`src/rtl/btb_pkg.sv`:
```
// Shared constants, flush FSM states and helpers for the set-associative BTB.
package btb_pkg;

  localparam logic [1:0] CNT_SNT = 2'd0;
  localparam logic [1:0] CNT_WNT = 2'd1;
  localparam logic [1:0] CNT_WT  = 2'd2;
  localparam logic [1:0] CNT_ST  = 2'd3;

  typedef enum logic {
    IDLE  = 1'b0,
    FLUSH = 1'b1
  } flush_state_e;

  function automatic int clog2(input int v);
    int r;
    r = 0;
    for (int i = 0; i < 31; i++) if ((1 << i) < v) r = i + 1;
    return r;
  endfunction

endpackage

```
`src/rtl/btb_sat_counter.sv`:
```
// 2-bit saturating direction counter; load takes priority over inc/dec.
module btb_sat_counter
  import btb_pkg::*;
(
  input  logic       clk,
  input  logic       rst_n,
  input  logic       inc_i,
  input  logic       dec_i,
  input  logic       load_i,
  input  logic [1:0] load_val_i,
  output logic [1:0] cnt_o
);

  logic [1:0] cnt_q, cnt_d;

  always_comb begin
    cnt_d = cnt_q;
    if (load_i)                        cnt_d = load_val_i;
    else if (inc_i && cnt_q != CNT_ST)  cnt_d = cnt_q + 2'd1;
    else if (dec_i && cnt_q != CNT_SNT) cnt_d = cnt_q - 2'd1;
  end

  always_ff @(posedge clk or negedge rst_n)
    if (!rst_n) cnt_q <= CNT_SNT;
    else        cnt_q <= cnt_d;

  assign cnt_o = cnt_q;

endmodule

```
`src/rtl/branch_target_assoc.sv`:
```
// Set-associative BTB: combinational lookup, clocked EX update, round-robin eviction, sequenced flush.
// Define BTB_COUNTER_EN to add per-entry 2-bit direction counters; otherwise every hit predicts taken.
module branch_target_assoc
  import btb_pkg::*;
#(
  parameter int WIDTH_DATA_LENGTH = 32,
  parameter int WIDTH_ENTRY_LENTH = 3,
  parameter int WAYS              = 2
) (
  input  logic                         clk,
  input  logic                         rst_n,
  input  logic [WIDTH_DATA_LENGTH-1:0] PC,
  input  logic [WIDTH_DATA_LENGTH-1:0] PC_Ex,
  input  logic [WIDTH_DATA_LENGTH-1:0] PC_ALU,
  input  logic                         Br_Resolved,
  input  logic                         Br_Taken,
  input  logic                         Flush,
  output logic                         Hit,
  output logic                         Predict_Taken,
  output logic [WIDTH_DATA_LENGTH-1:0] Target_Add,
  output logic                         Busy
);

  localparam int SETS  = 1 << WIDTH_ENTRY_LENTH;
  localparam int TAG_W = WIDTH_DATA_LENGTH - 2 - WIDTH_ENTRY_LENTH;
  localparam int PTR_W = clog2(WAYS);

  logic [WIDTH_ENTRY_LENTH-1:0] idx, ex_idx;
  logic [TAG_W-1:0]             tag, ex_tag;
  logic                         unused_lsb;

  assign idx        = PC[WIDTH_ENTRY_LENTH+1:2];
  assign tag        = PC[WIDTH_DATA_LENGTH-1:WIDTH_ENTRY_LENTH+2];
  assign ex_idx     = PC_Ex[WIDTH_ENTRY_LENTH+1:2];
  assign ex_tag     = PC_Ex[WIDTH_DATA_LENGTH-1:WIDTH_ENTRY_LENTH+2];
  assign unused_lsb = ^{PC[1:0], PC_Ex[1:0]};

  logic [SETS-1:0][WAYS-1:0]    valid_q;
  logic [SETS-1:0][PTR_W-1:0]   rr_q;
  logic [TAG_W-1:0]             tag_q [SETS][WAYS];
  logic [WIDTH_DATA_LENGTH-1:0] tgt_q [SETS][WAYS];

  flush_state_e                 state_q, state_d;
  logic [WIDTH_ENTRY_LENTH-1:0] fcnt_q, fcnt_d;
  logic                         busy;

  // Flush FSM: state register / next state / outputs
  always_ff @(posedge clk or negedge rst_n)
    if (!rst_n) begin
      state_q <= IDLE;
      fcnt_q  <= '0;
    end else begin
      state_q <= state_d;
      fcnt_q  <= fcnt_d;
    end

  always_comb begin
    state_d = state_q;
    fcnt_d  = fcnt_q;
    case (state_q)
      IDLE:  if (Flush) begin state_d = FLUSH; fcnt_d = '0; end
      FLUSH: begin
        if (Flush)        fcnt_d  = '0;
        else if (&fcnt_q) state_d = IDLE;
        else              fcnt_d  = fcnt_q + 1'b1;
      end
      default: state_d = IDLE;
    endcase
  end

  always_comb busy = (state_q == FLUSH);
  assign Busy = busy;

`ifdef BTB_COUNTER_EN
  logic [SETS-1:0][WAYS-1:0][1:0] cnt;
`endif

  logic                         hit_m, pt_m;
  logic [WIDTH_DATA_LENGTH-1:0] tgt_m;

  // Update logic keeps at most one matching way, so OR-combining is a clean mux.
  always_comb begin
    hit_m = 1'b0;
    pt_m  = 1'b0;
    tgt_m = '0;
    for (int w = 0; w < WAYS; w++)
      if (valid_q[idx][w] && tag_q[idx][w] == tag) begin
        hit_m = 1'b1;
        tgt_m = tgt_m | tgt_q[idx][w];
`ifdef BTB_COUNTER_EN
        pt_m  = pt_m | cnt[idx][w][1];
`else
        pt_m  = 1'b1;
`endif
      end
  end

  assign Hit           = hit_m & ~busy;
  assign Predict_Taken = pt_m & Hit;
  assign Target_Add    = busy ? '0 : tgt_m;

  logic [WAYS-1:0]  ex_match;
  logic             ex_hit, all_valid, upd_en, wr_tkn, alloc;
  logic [PTR_W-1:0] ex_way, inv_way, alloc_way, wr_way;

  always_comb begin
    ex_match = '0;
    ex_way   = '0;
    inv_way  = '0;
    for (int w = WAYS - 1; w >= 0; w--) begin
      ex_match[w] = valid_q[ex_idx][w] && tag_q[ex_idx][w] == ex_tag;
      if (ex_match[w])         ex_way  = PTR_W'(w);
      if (!valid_q[ex_idx][w]) inv_way = PTR_W'(w);
    end
  end

  assign ex_hit    = |ex_match;
  assign all_valid = &valid_q[ex_idx];
  assign alloc_way = all_valid ? rr_q[ex_idx] : inv_way;
  assign upd_en    = Br_Resolved & ~busy;
  assign wr_tkn    = upd_en & Br_Taken;
  assign alloc     = wr_tkn & ~ex_hit;
  assign wr_way    = ex_hit ? ex_way : alloc_way;

  always_ff @(posedge clk or negedge rst_n)
    if (!rst_n) begin
      valid_q <= '0;
      rr_q    <= '0;
    end else if (busy) begin
      valid_q[fcnt_q] <= '0;
      rr_q[fcnt_q]    <= '0;
    end else if (alloc) begin
      valid_q[ex_idx][alloc_way] <= 1'b1;
      if (all_valid) rr_q[ex_idx] <= rr_q[ex_idx] + 1'b1;
    end

  // Tag and target payload is not reset; valid bits gate it.
  always_ff @(posedge clk) begin
    if (alloc)  tag_q[ex_idx][alloc_way] <= ex_tag;
    if (wr_tkn) tgt_q[ex_idx][wr_way]    <= PC_ALU;
  end

`ifdef BTB_COUNTER_EN
  for (genvar s = 0; s < SETS; s++) begin : g_set
    logic set_sel;
    assign set_sel = (ex_idx == WIDTH_ENTRY_LENTH'(s));
    for (genvar w = 0; w < WAYS; w++) begin : g_way
      btb_sat_counter u_cnt (
        .clk        (clk),
        .rst_n      (rst_n),
        .inc_i      (wr_tkn & set_sel & ex_match[w]),
        .dec_i      (upd_en & ~Br_Taken & set_sel & ex_match[w]),
        .load_i     (alloc & set_sel & (alloc_way == PTR_W'(w))),
        .load_val_i (CNT_WT),
        .cnt_o      (cnt[s][w])
      );
    end
  end
`endif

endmodule

```
`config.mk`:
```
export PLATFORM = sky130hd
export DESIGN_NAME = branch_target_assoc
export DESIGN_NICKNAME = d
export VERILOG_FILES = /design/src/rtl/btb_pkg.sv /design/src/rtl/btb_sat_counter.sv /design/src/rtl/branch_target_assoc.sv
export SDC_FILE = /design/constraint.sdc
export NUM_CORES = 1
export LEC_CHECK = 0
export CORE_MARGIN = 2
export CORE_UTILIZATION = 61
export DETAILED_ROUTE_END_ITERATION = 6
export DONT_BUFFER_PORTS = 1
export GPL_ROUTABILITY_DRIVEN = 0
export PLACE_DENSITY = 0.77
export SLEW_MARGIN = 20
export SYNTH_ARGS = -nofsm -noshare
export SYNTH_HDL_FRONTEND = slang
export SYNTH_SLANG_ARGS = --single-unit
export TNS_END_PERCENT = 30
```
`constraint.sdc`:
```
create_clock -name clk -period 16 [get_ports clk]
set_input_delay 4 -clock clk [delete_from_list [all_inputs] [get_ports clk]]
set_output_delay 4 -clock clk [all_outputs]
set_load 0.03 [all_outputs]
```
==> results.yml, run 1 <==
floorplanning:
  pin_count: 136
  dieArea_um2: 71300
  die_w_um: 267
  floorplan.core_area_um2: 68600
  start_util_pct: 61.5
  row_count: 96
  die_h_um: 267
timing:
  max_freq_ghz: 0.0844
  setup_tns_ns: 0
  slew_headroom_pct: 24.3
  hold_violations: 0
  tightest_slew_ns: 1.14
  final-max-slew-violation-count: 0
  fin_crit_ns: 11.85
  final-setup-viol-count: 0
  fin_skew_ns: 0.0386
  rsz0062_at_grt: "no"
  fin_crit_sh_pct: 74.1
global_route:
  grt_max_degree: 241
  overflow: 0
  grt_pass1_wl_um: 146000
  grt_pass1_vias: 22400
  grt.total_usage_pct: 28.4
  antenna_found_initial: 0
yosys:
  synthAdderAreaFrac_pct: 0.0593
  synth_ff_type: "edfxtp_1"
  ys_warn_count: 0
  synth_compound_area_share_pct: 2.39
  synth_area_um2: 42200
  synth_xor_xnor_area_share_pct: 2.30
  ys_seq_area_share_pct: 68.8
  synth_edf_count: 944
  async_flop_share_pct: 2.88
  synth_seq_cells: 972
  synth_top_area_share_pct: 67.2
  synth.largest_area_cell: "edfxtp_1"
  synth-simple-area-share_pct: 2.87
  syn_inst: 2108
  synthTopCellsByArea: "edfxtp_1, mux4_2, mux2i_1"
  syn_area_per_cell_um2: 20.0
  syn_nets: 2211
  synth_top_family_by_area: "multiplexers"
  synth_cell_type_count: 58
  synth_mux_area_share_pct: 21.8
route:
  routed_wl_um: 99200
  vias: 21400
  drc_errors: 0
  dr.pass1.iters: 7
  avgViaCountPerCell: 6.91
  avgRoutedWirePerCell_um: 32.0
  drt_first_iter_violations: 2397
  drtAntennaViolNets: 0
final_layout:
  fillers: 4275
  n_antenna_cell: 0
  nNetsFinal: 2196
  instances_no_fill: 3097
  syn_to_final_growth_pct: 8.67
  drive_gt1_share_pct: 26.7
clock_tree:
  cts_sinks: 972
  numCtsBuffers: 95
  cts-root-buf: "clkbuf_16"
  cts_tree: "yes"
  post-cts-setup-buffers: 0
  cts_max_level: 3
  cts_resized: 0
  cts_buffer_depth: 3
  clk_pin_slew_ns: 0.06
  hold_buffers: 0
  clk_latency_ns: 0.68
critical_path:
  critical_path_class: "input port to primary output"
  cp.arrival_ns: 7.85
  crit_required_ns: 12.00
  end_kind: "primary output"
  crit_fanout: 240
  startpoint_type: "input port"
power_and_ir_drop:
  comb_power_share_pct: 4.1
  p_clk_share_pct: 41.4
  ir_drop_mv: 0.0943
  p_sw_uw: 1040
  p_leak_uw: 0.0147
  p_sw_share_pct: 20.3
  p_int_uw: 4100
  p_per_area_nw_per_um2: 112
  p_seq_share_pct: 54.5
hold_path:
  min_path_type: "flop to flop"
flow_run:
  drv_cap: 0
place:
  post-place-cells: 2927
  port_buffers: 0
  place_hpwl_um: 52800
outcome:
  status: "complete, no violations"
[cells by family (layout without fill, tap and decap cells)]
logic type               after synthesis  in the layout
XOR/XNOR                             111            111
AO/OA/AOI/OAI                        132            132
buffers and inverters                134            192
flip-flops                           972            972
multiplexers                         534            534
adder cells (fa/ha/maj)                2              2
AND/OR/NAND/NOR                      223            223
[power groups by stage]
stage / clock [µW] / combinational (µW) / sequential, µW
2_1_floorplan: 0 / 215 / 2850
3_3_place_gp: 0 / 203 / 2860
3_5_place_dp: 0 / 207 / 2860
4_1_cts: 2150 / 209 / 2800
5_1_grt: 2240 / 220 / 2800
6_report: 2130 / 211 / 2800
[final cells by class]
cell class / instances / area (µm²) / area share [%]
clock inverters: 55 / 492 / 1.07
repair buffers: 18 / 135 / 0.295
inverters: 4 / 15.0 / 0.0327
well taps: 931 / 1160 / 2.54
multi-input cells: 1002 / 12500 / 27.3
clock buffers: 115 / 2480 / 5.42
flip-flops and latches: 972 / 29000 / 63.3
[metal layers]
layer,global-route usage (%),wire [µm],up-vias
met3,7.46,9180,210
met4,9.81,3310,0
li1,-,-,8757
met5,0,0,-
met1,37.2,37100,11400
met2,46.7,49600,1056
[per-stage QoR]
step	hold slack (ns)	instance area, µm²	total power, µW	utilization [%]	setup WS (ns)
6_report	0.510	45900	5140	66.9	4.15
3_3_place_gp	0.475	42900	3060	62.5	4.38
2_1_floorplan	0.461	42200	3070	-	4.92
3_5_place_dp	0.498	42900	3060	62.5	4.33
5_1_grt	0.524	45900	5260	66.9	4.05
4_1_cts	0.509	45800	5160	66.8	4.25
[cells in the mapped netlist (all sizes together) (7+ instances only)]
cell type	instances
mux4	299
o22ai	10
nand2	45
nand4	12
xor2	41
a21oi	9
and2	7
and3	9
buf	84
nor2	67
and4b	7
nor4	19
edfxtp	944
nand2b	10
xnor2	70
a221oi	23
nor2b	9
clkbuf	46
a21o	16
mux2i	143
nor3	7
mux2	92
dfrtp	28
nand3	18
a22oi	48
[worst max-delay path, cell delays in order]
cell,delay [ns]
mux4_2,0.56
mux2i_1,0.50
xnor2_1,0.16
nor4_1,0.36
nand3_1,0.19
nor4_4,0.30
buf_4,0.55
nor2_1,0.12
nor2_1,0.82
[final timing paths]
path / startpoint / endpoint / slack [ns] / cells past startpoint
max reg2reg: tag_q[5][5]$_DFFE_PP_ / tgt_q[0][2]$_DFFE_PP_ / 11.11 / 8
min: valid_q[15]$_DFFE_PN0P_ / valid_q[15]$_DFFE_PN0P_ / 0.51 / 1
max in group asynchronous: rst_n / valid_q[11]$_DFFE_PN0P_ / 12.89 / 0
max: PC[2] / Hit / 4.15 / 9
min reg2reg: valid_q[15]$_DFFE_PN0P_ / valid_q[15]$_DFFE_PN0P_ / 0.51 / 1
min in group asynchronous: rst_n / valid_q[7]$_DFFE_PN0P_ / 3.01 / 0
[registers in the layout, summed over array words and instances (netlist names)]
name / flops
fcnt_q: 3
valid_q: 16
Busy: 1
tag_q: 432
tgt_q: 512
rr_q: 8
[placed cells by master, fill, tap and decap left out, drive strengths merged, types with 12 or more instances in the layout]
master and n:
edfxtp 944, mux4 299, mux2i 143, clkbuf 115, mux2 92, xnor2 70, nor2 67, a22oi 48
clkinv 48, nand2 45, xor2 41, dfrtp 28, a221oi 23, nor4 19, nand3 18, buf 18
a21o 16, nand4 12
Power figures use the tool's default switching activity.
==> inputs of run 2 (changes only) <==
==> constraint.sdc (replaced) <==
create_clock -name clk -period 11.9 [get_ports clk]
set_input_delay 2.975 -clock clk [delete_from_list [all_inputs] [get_ports clk]]
set_output_delay 2.975 -clock clk [all_outputs]
set_load 0.03 [all_outputs]
==> results.yml, run 2 (synthesis gave the netlist of run 1 again) <==
clock_tree:
  cts_resized: 0
  post-cts-setup-buffers: 0
  numCtsBuffers: 97
  cts_max_level: 3
  clk_latency_ns: 0.67
  clk_pin_slew_ns: 0.06
  cts-root-buf: "clkbuf_16"
  cts_buffer_depth: 3
  cts_sinks: 972
  cts_tree: "yes"
  hold_buffers: 0
critical_path:
  critical_path_class: "input port to primary output"
  crit_required_ns: 8.93
  end_kind: "primary output"
  crit_fanout: 240
  cp.arrival_ns: 6.71
  startpoint_type: "input port"
place:
  place_hpwl_um: 53600
  port_buffers: 0
  postPlaceCellArea_um2: 42900
timing:
  fin_crit_sh_pct: 81.4
  max_freq_ghz: 0.103
  final-max-slew-violation-count: 0
  holdWs_ns: 0.502
  final-setup-viol-count: 0
  tightest_slew_ns: 1.18
  fin_crit_ns: 9.68
  rsz0062_at_grt: "no"
  setup_tns_ns: 0
  hold_violations: 0
  fin_skew_ns: 0.0244
  slew_headroom_pct: 21.2
global_route:
  grt_pass1_vias: 22600
  grt_max_degree: 241
  grt.total_usage_pct: 28.7
  antenna_found_initial: 0
  grt_pass1_wl_um: 147000
  overflow: 0
power_and_ir_drop:
  power_uw: 7210
  p_per_area_nw_per_um2: 156
  p_int_uw: 5780
  comb_power_share_pct: 4.0
  ir_drop_mv: 0.141
  p_seq_share_pct: 52.2
  p_sw_share_pct: 19.9
  p_leak_uw: 0.0149
  p_clk_share_pct: 43.8
  p_sw_uw: 1430
hold_path:
  min_path_type: "flop to flop"
final_layout:
  largest_reg_flops: 512
  syn_to_final_growth_pct: 9.60
  nNetsFinal: 2205
  final_cell_mix: "edfxtp_1, mux4_2, mux2i_1, clkbuf_16, mux2_2"
  final_util_pct: 67.4
  fillers: 4207
  drive_gt1_share_pct: 27.8
  top_register: "tgt_q"
  fin_area_um2: 46300
  top_regs: "tgt_q (512), tag_q (432), valid_q (16)"
  layout.cells.most_common: "edfxtp_1"
floorplanning:
  start_util_pct: 61.5
  die_h_um: 267
  pin_count: 136
  row_count: 96
  floorplan.core_area_um2: 68600
  dieArea_um2: 71300
  die_w_um: 267
outcome:
  status: "complete, no violations"
route:
  drt_first_iter_violations: 2779
  drc_errors: 0
  drtAntennaViolNets: 0
  vias: 21800
  dr.pass1.iters: 5
  avgViaCountPerCell: 6.99
  routed_wl_um: 101000
  avgRoutedWirePerCell_um: 32.4
flow_run:
  drv_cap: 0
## run 2: cell types whose count changed in the layout (fill, tap and decap cells not counted), sizes merged
cell,delta
bufinv,+10
buf,+7
clkinv,-6
clkbuf,+2
inv,+2
clkinvlp,+1
diode,+1
## run 2: path summary, 6_finish.rpt
check	slack, ns	start	cells past startpoint	to
worst max-delay path	2.22	PC[2]	9	Predict_Taken
worst min-delay path	0.50	valid_q[5]$_DFFE_PN0P_	1	valid_q[5]$_DFFE_PN0P_
worst max register to register	7.03	tag_q[1][5]$_DFFE_PP_	8	tgt_q[0][10]$_DFFE_PP_
worst min register to register	0.50	valid_q[5]$_DFFE_PN0P_	1	valid_q[5]$_DFFE_PN0P_
max in group asynchronous	9.80	rst_n	0	Busy$_DFF_PN0_
min in group asynchronous	2.00	rst_n	0	rr_q[1]$_DFFE_PN0P_
## run 2: final cells by class
class	count	area [µm²]	area share, %
diodes	1	2.50	0.00541
clock buffers	117	2560	5.55
clock inverters	62	743	1.61
inverters	4	15.0	0.0325
multi-input cells	1002	12500	27.1
flip-flops and latches	972	29000	62.8
well taps	931	1160	2.52
repair buffers	25	204	0.441
## run 2: per-layer routing
metal  up-vias  share of wire (%)  GRT usage, %  wire length, µm
met5         -                  0             0                0
met4         0                3.4          10.6             3390
met3       216                9.8          6.76             9840
met2      1219                 50          46.9            50000
li1       8798                  -             -                -
met1     11500                 37          38.2            37700
## run 2: per-stage QoR
step	cells	worst slack (ns)
2_1_floorplan	2108	2.87
3_3_place_gp	2932	2.09
3_5_place_dp	2933	2.49
4_1_cts	3112	2.42
5_1_grt	3113	2.29
6_report	3114	2.22
## run 2: power groups by stage
stage / registers (µW) / logic (µW) / clock network (µW)
global placement: 3840 / 274 / 0
floorplan: 3840 / 289 / 0
CTS: 3770 / 282 / 3180
detailed placement: 3840 / 278 / 0
global route: 3770 / 296 / 3300
finish: 3770 / 285 / 3160
## run 2: critical path, stage by stage
cell     delay, ns
mux4_2        0.63
mux2i_1       0.45
xnor2_1       0.11
nor4_1        0.29
nand3_1       0.19
nor4_4        0.29
buf_4         0.52
nor2_1        0.09
nor2_1        0.82
==> variant, RTL diff (config.mk and constraints of run 2) <==
Add a define of `BTB_COUNTER_EN`.
--- a/src/rtl/branch_target_assoc.sv
+++ b/src/rtl/branch_target_assoc.sv
@@ -2,2 +2,4 @@
 // Define BTB_COUNTER_EN to add per-entry 2-bit direction counters; otherwise every hit predicts taken.
+`define BTB_COUNTER_EN
+
 module branch_target_assoc
Function: changed (a bounded check fails within 4 cycles, from zero or initial values and one cycle with rst_n low).
==> variant against run 2 <==
  * The flow now finishes with violations (DRC)
  * Die area increased by 4.7%
  * Power rose by 0.31%
  * Synthesized area increased by 4.8%
  * Setup slack worse by 0.94 ns
  * Design area is 4.5% higher
  * Routed wire length grew 9.4%
  * Register-to-register slack better by 0.14 ns
  * Sequential cell count grew 32
  * Highest routed layer unchanged
==> variant: results (changes against run 2) <==
The number of global-route vias before repair came out at 24400 (+8.2%). The largest driver fanout on the critical path came to 244 (+1.7%). The met3 layer usage reported by global route is 6.84% (+0.079 points). The peak supply drop came to 0.000192 V (+36%). The final reports fail on DRC. The synthesized area divided by synthesized cell count is 18.8 um2 (-6.2%). The data arrival time of the critical path came out at 7.65 ns (+0.94 ns). The final-stage net count came out at 2459 (+12%).

The placed wire-length estimate was 58.6 mm (+9.4%). The total placed cells including tap cells is 3204 (+9.2%). The final hold slack came out at 0.497 ns (-0.00466 ns). The fraction of final layout cells sized beyond drive strength 1 came out at 26.0% (-1.8 points).

The via density per instance came out at 7.17 (+2.6%). The routed length per instance was 32.6 um (+0.65%). The share of synthesized registers carrying an async set or reset came out at 5.98% (+3.1 points). The total DRC errors in the routed layout is 1 (+1).

The number of detailed-routing iterations run before antenna repair came out at 7 (+2). The final standard cell count with taps included and fillers excluded came out at 3386 (+8.7%). The slack of the worst reg-to-reg path came to 7.17 ns (+0.14 ns). The flow ran to the end, but the final reports show violations. The first-pass GRT wire length came out at 161 mm (+9.6%). The count of different cell masters after synthesis came out at 68 (+17%). The setup clock skew after layout was 0.0583 ns (+0.0338 ns). The peak per-stage delay on the critical path came to 0.94 ns (+0.12 ns). The routed metal-1 wirelength is 40.5 mm (+7.6%). In the post-synthesis netlist, the biggest area contributors are sky130_fd_sc_hd__edfxtp_1 (64%), sky130_fd_sc_hd__mux4_2 (17%), sky130_fd_sc_hd__dfrtp_1 (3.4%), sky130_fd_sc_hd__mux2_2 (2.4%), sky130_fd_sc_hd__mux2i_1 (2.3%).

The fraction of the yosys area taken by sequential cells was 67.5% (-1.3 points). The sequential cell power came out at 0.00389 W (+3%). The area occupied by registers is 29800 um2 (+2.8%).
variant: cell types whose count changed after synthesis, moves of 19 or more:
cell	run 2	this run
sky130_fd_sc_hd__nor2_1	66	94
sky130_fd_sc_hd__nand2_1	45	79
sky130_fd_sc_hd__o21ai_0	6	49
sky130_fd_sc_hd__buf_1	7	39
sky130_fd_sc_hd__dfrtp_1	28	60
sky130_fd_sc_hd__mux4_2	299	325
sky130_fd_sc_hd__a21oi_1	9	29
sky130_fd_sc_hd__mux2i_1	143	102
sky130_fd_sc_hd__a221oi_1	21	2
variant: cells by family (layout without fill, tap and decap cells):
| logic type | count (synthesis) | count (layout) | share of synthesized area, % |
|---|---|---|---|
| mux | 522 | 522 | 21.3 |
| compound gates | 218 | 218 | 3.34 |
| simple gates | 345 | 345 | 3.95 |
| flops | 1004 | 1004 | 67.5 |
| buf+inv | 157 | 239 | 1.78 |
| xor+xnor | 106 | 106 | 2.10 |
| fa+ha+maj | 2 | 2 | 0.0566 |
variant: final timing paths:
check,startpoint,endpoint,cells past startpoint
worst max-delay path,PC[2],Target_Add[7],9
worst min-delay path,valid_q[14]$_DFFE_PN0P_,valid_q[14]$_DFFE_PN0P_,1
worst max register to register,tag_q[3][2]$_DFFE_PP_,tag_q[6][29]$_DFFE_PP_,9
worst min register to register,valid_q[14]$_DFFE_PN0P_,valid_q[14]$_DFFE_PN0P_,1
max in group asynchronous,rst_n,g_set[0].g_way[0].u_cnt.cnt_o[0]$_DFFE_PN0P_,0
min in group asynchronous,rst_n,valid_q[8]$_DFFE_PN0P_,0
variant: final cells by class:
type / count / share of cell area, %
timing repair buffer: 43 / 0.668
clock buffer: 127 / 5.38
sequential: 1004 / 61.7
multi-input combinational: 1193 / 28.6
clock inverter: 55 / 1.05
tap: 950 / 2.46
inverter: 14 / 0.109
